File: config.mk
export PLATFORM = sky130hd
export DESIGN_NAME = conv_encoder
export DESIGN_NICKNAME = d
export VERILOG_FILES = /design/src/rtl/conv_pkg.sv /design/src/rtl/conv_encoder.sv
export SDC_FILE = /design/constraint.sdc
export NUM_CORES = 1
export LEC_CHECK = 0
export BUFFER_PORTS_ARGS = -buffer_cell sky130_fd_sc_hd__buf_2
export CAP_MARGIN = 20
export CORE_MARGIN = 2
export CORE_UTILIZATION = 52
export CTS_CLUSTER_SIZE = 20
export DETAILED_ROUTE_END_ITERATION = 6
export PLACE_DENSITY = 0.75
export REMOVE_ABC_BUFFERS = 1
export SYNTH_ARGS = -nofsm -noshare
export SYNTH_HDL_FRONTEND = slang
export SYNTH_SLANG_ARGS = --single-unit
File: constraint.sdc
create_clock -name i_clk -period 1.6 [get_ports i_clk]
set_input_delay 0.32 -clock i_clk [delete_from_list [all_inputs] [get_ports i_clk]]
set_output_delay 0.32 -clock i_clk [all_outputs]
set_load 0.1 [all_outputs]
File: src/rtl/conv_pkg.sv
// ============================================================================
// Module   : conv_pkg
// Desc     : Shared trellis constants, FSM state type and generator parity
//            helper for the rate-1/2 convolutional encoder and its decoder.
//            Macro CONV_ENC_TAIL_EN adds the TAIL state to the state type.
// Revision : 1.0 - initial release
// ============================================================================
`default_nettype none

package conv_pkg;

    localparam int         C_SYM_W  = 2;
    localparam int         C_DEF_K  = 3;
    localparam logic [2:0] C_DEF_G0 = 3'b111;
    localparam logic [2:0] C_DEF_G1 = 3'b101;

    // Widest generator the parity helper accepts; narrower ones are zero-extended.
    localparam int         C_MAX_K  = 16;

    typedef enum logic [1:0] {
        ST_IDLE = 2'd0,
        ST_ENC  = 2'd1
`ifdef CONV_ENC_TAIL_EN
        ,
        ST_TAIL = 2'd2
`endif
    } conv_state_t;

    function automatic logic gen_parity(input logic [C_MAX_K-1:0] u,
                                        input logic [C_MAX_K-1:0] g);
        return ^(u & g);
    endfunction

endpackage

`default_nettype wire

File: src/rtl/conv_encoder.sv
// ============================================================================
// Module   : conv_encoder
// Desc     : Rate-1/2 convolutional encoder, one 2-bit symbol per cycle,
//            payload MSB first. Macro CONV_ENC_TAIL_EN appends K-1 flush bits.
// Revision : 1.0 - initial release
// ============================================================================
`default_nettype none

module conv_encoder
    import conv_pkg::*;
#(
    parameter int                        SIZE_DATA_IN   = 8,
    parameter int                        SIZE_DATA_OUT  = C_SYM_W,
    parameter int                        CONSTRAINT_LEN = C_DEF_K,
    parameter logic [CONSTRAINT_LEN-1:0] G0             = C_DEF_G0,
    parameter logic [CONSTRAINT_LEN-1:0] G1             = C_DEF_G1
) (
    input  logic                    i_clk,
    input  logic                    i_rst_n,
    input  logic                    i_start,
    input  logic [SIZE_DATA_IN-1:0] i_data,
    output logic [C_SYM_W-1:0]      o_data,
    output logic                    o_valid,
    output logic                    o_ready,
    output logic                    o_done
);

    localparam int ST_W  = CONSTRAINT_LEN - 1;
    localparam int CNT_W = $clog2(SIZE_DATA_IN + CONSTRAINT_LEN);
`ifdef CONV_ENC_TAIL_EN
    localparam int FRAME_LEN = SIZE_DATA_IN + CONSTRAINT_LEN - 1;
    localparam logic [CNT_W-1:0] C_PAYLOAD_LEN = CNT_W'(SIZE_DATA_IN);
`else
    localparam int FRAME_LEN = SIZE_DATA_IN;
`endif
    localparam logic [CNT_W-1:0] C_FRAME_LEN = CNT_W'(FRAME_LEN);

    generate
        if (SIZE_DATA_OUT != C_SYM_W || CONSTRAINT_LEN < 2 || CONSTRAINT_LEN > C_MAX_K) begin : g_bad_cfg
            $error("conv_encoder: rate must be 1/2 and 2 <= CONSTRAINT_LEN <= %0d", C_MAX_K);
        end
    endgenerate

    conv_state_t             r_fsm, w_fsm_nxt;
    logic [SIZE_DATA_IN-1:0] r_shift, w_shift_nxt;
    logic [ST_W-1:0]         r_enc, w_enc_nxt, w_st;
    logic [CNT_W-1:0]        r_cnt, w_cnt_nxt, w_cnt_base, w_cnt_inc;
    logic [C_SYM_W-1:0]      r_data, w_data_nxt;
    logic                    r_valid, r_done, r_ready;
    logic                    w_load, w_emit, w_last, w_b;
    logic [CONSTRAINT_LEN-1:0] w_u;

    // The registered outputs always describe the symbol emitted in the cycle
    // after the edge, so r_fsm records which kind of bit is pending next.
    always_comb begin
        w_fsm_nxt   = r_fsm;
        w_shift_nxt = r_shift;
        w_enc_nxt   = r_enc;
        w_cnt_nxt   = r_cnt;
        w_cnt_base  = r_cnt;
        w_st        = r_enc;
        w_emit      = 1'b0;
        w_b         = 1'b0;
        w_load      = r_ready & i_start;

        if (w_load) begin
            w_emit      = 1'b1;
            w_b         = i_data[SIZE_DATA_IN-1];
            w_st        = '0;
            w_cnt_base  = '0;
            w_shift_nxt = i_data << 1;
        end else begin
            case (r_fsm)
                ST_ENC: begin
                    w_emit      = 1'b1;
                    w_b         = r_shift[SIZE_DATA_IN-1];
                    w_shift_nxt = r_shift << 1;
                end
`ifdef CONV_ENC_TAIL_EN
                ST_TAIL: begin
                    w_emit = 1'b1;
                    w_b    = 1'b0;
                end
`endif
                default: ;
            endcase
        end

        w_u       = {w_b, w_st};
        w_cnt_inc = w_cnt_base + 1'b1;
        w_last    = w_emit && (w_cnt_inc == C_FRAME_LEN);

        if (w_emit) begin
            w_enc_nxt = w_u[CONSTRAINT_LEN-1:1];
            w_cnt_nxt = w_cnt_inc;
            if (w_last) begin
                w_fsm_nxt = ST_IDLE;
            end else begin
`ifdef CONV_ENC_TAIL_EN
                w_fsm_nxt = (w_cnt_inc >= C_PAYLOAD_LEN) ? ST_TAIL : ST_ENC;
`else
                w_fsm_nxt = ST_ENC;
`endif
            end
        end

        w_data_nxt = '0;
        if (w_emit) begin
            w_data_nxt = {gen_parity(C_MAX_K'(w_u), C_MAX_K'(G0)),
                          gen_parity(C_MAX_K'(w_u), C_MAX_K'(G1))};
        end
    end

    always_ff @(posedge i_clk or negedge i_rst_n) begin
        if (!i_rst_n) begin
            r_fsm   <= ST_IDLE;
            r_shift <= '0;
            r_enc   <= '0;
            r_cnt   <= '0;
            r_data  <= '0;
            r_valid <= 1'b0;
            r_done  <= 1'b0;
            r_ready <= 1'b1;
        end else begin
            r_fsm   <= w_fsm_nxt;
            r_shift <= w_shift_nxt;
            r_enc   <= w_enc_nxt;
            r_cnt   <= w_cnt_nxt;
            r_data  <= w_data_nxt;
            r_valid <= w_emit;
            r_done  <= w_last;
            r_ready <= !w_emit || w_last;
        end
    end

    assign o_data  = r_data;
    assign o_valid = r_valid;
    assign o_done  = r_done;
    assign o_ready = r_ready;

endmodule

`default_nettype wire

-- After elaboration in Yosys (flattened, before gate mapping)
Cells that the tools add are included.
- register bits: 21
- input port bits: 11
- output and inout port bits: 5
- add/subtract/negate cells: 1
- eq/ne operators: 2
- muxes and demuxes: 10
- bitwise operators: 1
- reductions and logical operators: 6
- operators by type and width (cell ; number):
    parity 16 bit ; 2
    2-to-1 mux 8 bit ; 2
    2-to-1 mux 1 bit ; 5
    adder 4 x 1 -> 4 bit (second input constant) ; 1
    == test 4 bit (second input constant) ; 1
    2-to-1 mux 2 bit ; 2
    2-to-1 mux 4 bit ; 1
    == test 2 x 1 -> 1 bit (second input constant) ; 1
    nonzero test 2 bit ; 1
    AND 1 bit ; 1
    logical AND 1 bit ; 1
    logical NOT 1 bit ; 1
    logical OR 1 bit ; 1

-- Longest topological paths before layout
- depth after elaboration: 6
- gate-level depth with buffers: 6

-- Least setup slack after synthesis
Ideal clock, no wire load.
- path type: register -> register
- start point: reg r_ready, in the netlist o_ready
- end point: reg r_cnt[1]
- setup time: 0.125 ns
- arrival: 1.746 ns
- data required time: 1.475 ns
- path slack: -0.271 ns
- stages on the path, launching flop included: 5
- path through: dfstp_2 > nand2_1 > and2_1 > ha_1 > mux2_4
- cells in the longest elaborated chain, start to end: 3
- elaborated cells on any way between the ends: 4
- those cells by class: add/sub: 1; mux: 2; bitwise: 1
- RTL lines (item ; line ; text):
    start, declared ; conv_encoder.sv:49 ; logic r_valid, r_done, r_ready;
    start signal, assigned ; conv_encoder.sv:132 ; r_ready <= !w_emit || w_last;
    AND 1 bit ; conv_encoder.sv:64 ; w_load = r_ready & i_start;
    2-to-1 mux 4 bit ; conv_encoder.sv:66 ; if (w_load) begin
    adder 4 x 1 -> 4 bit ; conv_encoder.sv:90 ; w_cnt_inc = w_cnt_base + 1'b1;
    via w_cnt_inc[1] ; conv_encoder.sv:47 ; logic [CNT_W-1:0] r_cnt, w_cnt_nxt, w_cnt_base, w_cnt_inc;
    end signal, assigned ; conv_encoder.sv:128 ; r_cnt <= w_cnt_nxt;
    end, declared ; conv_encoder.sv:47 ;
The timed path passes the listed nets, and every way through them passes these cells.
A chain may end at the register's enable or synchronous reset.

-- Worst setup path after layout
Same ends and word-level chain as after synthesis.

==> results.ini <==
[floorplanning]
die_w_um=45.0
io_pins=16
core-area_sq_mm=0.00154
initial_core_util=0.566
rows=14
die_h_um=45.0
die_area_sq_mm=0.00202

[sta]
fin_crit_sh=0.924
fmax_ghz=0.676
slew_headroom=0.678
worstMarginPinSlew_ns=0.486
tns_ns=0
setup_viol=0
slew_violations=0
rsz0062_at_grt=no
finClkSkew_ns=0.00189
hold_viol=0
period_needed_ns=1.48

[route]
drc=0
vias=591
drt_wl_total_mm=1.34
dr.pass1.iters=3
wl_per_cell_um=11.9
drt-vias-per-instance=5.28
antenna_left=0
drt_iter0_markers=7

[critical_path]
max_stage_delay_ns=0.57
cp.arrival_ns=1.66
worstPathCellList=nand2_2 -> and2_1 -> ha_1 -> mux2_4
crit_type=flop to flop
reg2reg_depth=4
r2r_slack_ns=0.12
crit_path_top_delay_cell=dfstp_2
worstPathRequired_ns=1.78
end_kind=flop
r2r-end=r_cnt[1]
crit_fanout=5
rr_startpoint=o_ready
crit_path_start_kind=flop

[run_status]
status=finished, final reports clean

[global_route]
overflow=0
antenna_found_initial=0
grt_usage=0.170
grt_pass1_vias=574
grt_max_degree=20
grt_pass1_wl_mm=2.45

[clocking]
clockRootBuffer=clkbuf_4
cts_buffers=3
cts_max_path_buffers=2
cts_sinks=19
cts_htree_levels=1
worstSkewPairLatency_ns=0.28
clkTransAtPathRegs_ns=0.10
cts_tree=built

[layout]
nets=109
final_cell_mix=dfrtp_1, buf_2, nand2_1
final_cells=112
drive_gt1_frac=0.302
syn_to_final_growth_pct=16.5
n_antenna_cell=0
final_common_cell=dfrtp_1

[min_path]
hold_path_end=r_shift[1]
hp-start=i_data[0]
min_path_cells=3
min_path_type=input port to flop

[synthesis]
ys_ff_latch=19
synth.avg_cell_area_sq_um=11.5
yosysTopAreaCell=dfrtp_1
synthDistinctLibCells=24
synth_area_leaders=dfrtp_1, mux2i_1, nand2_1
synthCells=76
yosys_warnings=0
ys_seq_area_frac=0.547
synth_area_sq_um=872
synth_top_area_share=0.516

[run]
cap_violations=0

[power]
p_leak_nw=0.519
ir_worst_vdd_uv=882
power_density_mw_per_mm2=2120

[placed_design]
hpwl_um=978
placed_cells=106
place_congestion=0.803
port_buffers=15

-- stage by stage --
step	hold WS, ns	total power [mW]	worst slack (ns)	util	instance area [sq um]
finish	0.226	2.16	0.122	0.659	1020
global route	0.199	2.32	0.0413	0.659	1020
CTS	0.217	2.17	0.0492	0.653	1010
floorplan	0.0244	1.69	-0.271	-	845
detailed placement	0.276	1.93	0.0751	0.629	970
global placement	0.273	1.90	0.108	0.629	970
-- worst max-delay path, delay by kind of cell (launching register included) --
family / cells / cell delay (ns)
adder cells (fa/ha/maj): 1 / 0.29
AND/OR/NAND/NOR: 2 / 0.26
flip-flops: 1 / 0.57
multiplexers: 1 / 0.25
-- layer usage --
metal,vias up,track usage,part of all wire
met5,-,0,0
met2,13,0.271,0.49
met1,278,0.217,0.46
met3,2,0.0480,0.044
li1,298,-,-
met4,0,0.0706,0.0060
-- flip-flops by register name, summed over array words and instances (netlist names) --
name and flops:
o_data 2, o_done 1, o_ready 1, o_valid 1, r_cnt 4, r_enc 2, r_fsm 1, r_shift 7
-- timing repair --
action / CTS / global route
setup buffers: 0 / 1
hold buffers: 1 / 0
gates resized for setup: 0 / 1
endpoints found under the setup margin: 0 / 4
endpoints found under the hold margin: 18 / 0
-- report_power, final --
group          internal, mW  leakage [nW]  switching (mW)
registers             0.685         0.235           0.134
logic                 0.421         0.269           0.687
clock network        0.0967        0.0150           0.132
-- cells in the mapped netlist --
cell,instances
a21bo_2,1
o22ai_1,1
nor2_1,4
xnor2_1,3
o21ai_1,2
nor2_8,1
buf_6,2
xor2_1,2
inv_4,1
nand2_1,13
and2_1,2
nor3b_2,1
buf_2,1
o21ai_0,7
and2_4,1
dfstp_2,1
a21oi_1,2
dfrtp_1,18
mux2_4,1
ha_1,1
nand3b_1,1
mux2i_1,8
a21o_1,1
nand4_1,1
-- layout make-up --
cell class / count / area, sq um
Timing Repair Buffer: 19 / 123
Fill cell: 128 / 526
Tap cell: 16 / 20.0
Sequential cell: 19 / 477
Clock buffer: 4 / 26.3
Multi-Input combinational cell: 53 / 364
Inverter: 1 / 6.26
-- worst max-delay path by stage --
| stage | cells past startpoint | slack, ns | endpoint | start |
|---|---|---|---|---|
| floorplan | 4 | -0.27 | r_cnt[1] | o_ready |
| global placement | 4 | 0.11 | r_cnt[1] | o_ready |
| detailed placement | 4 | 0.08 | r_cnt[1] | o_ready |
| CTS | 4 | 0.05 | r_cnt[1] | o_ready |
| global route | 6 | 0.04 | o_ready | o_ready |
| finish | 4 | 0.12 | r_cnt[1] | o_ready |
-- kinds of logic after synthesis --
| kind of cell | synth area share |
|---|---|
| mux | 0.109 |
| buf+inv | 0.0387 |
| fa+ha+maj | 0.0143 |
| compound gates | 0.0904 |
| simple gates | 0.151 |
| xor+xnor | 0.0502 |
| flops | 0.547 |
(Power assumes the default switching activity.)
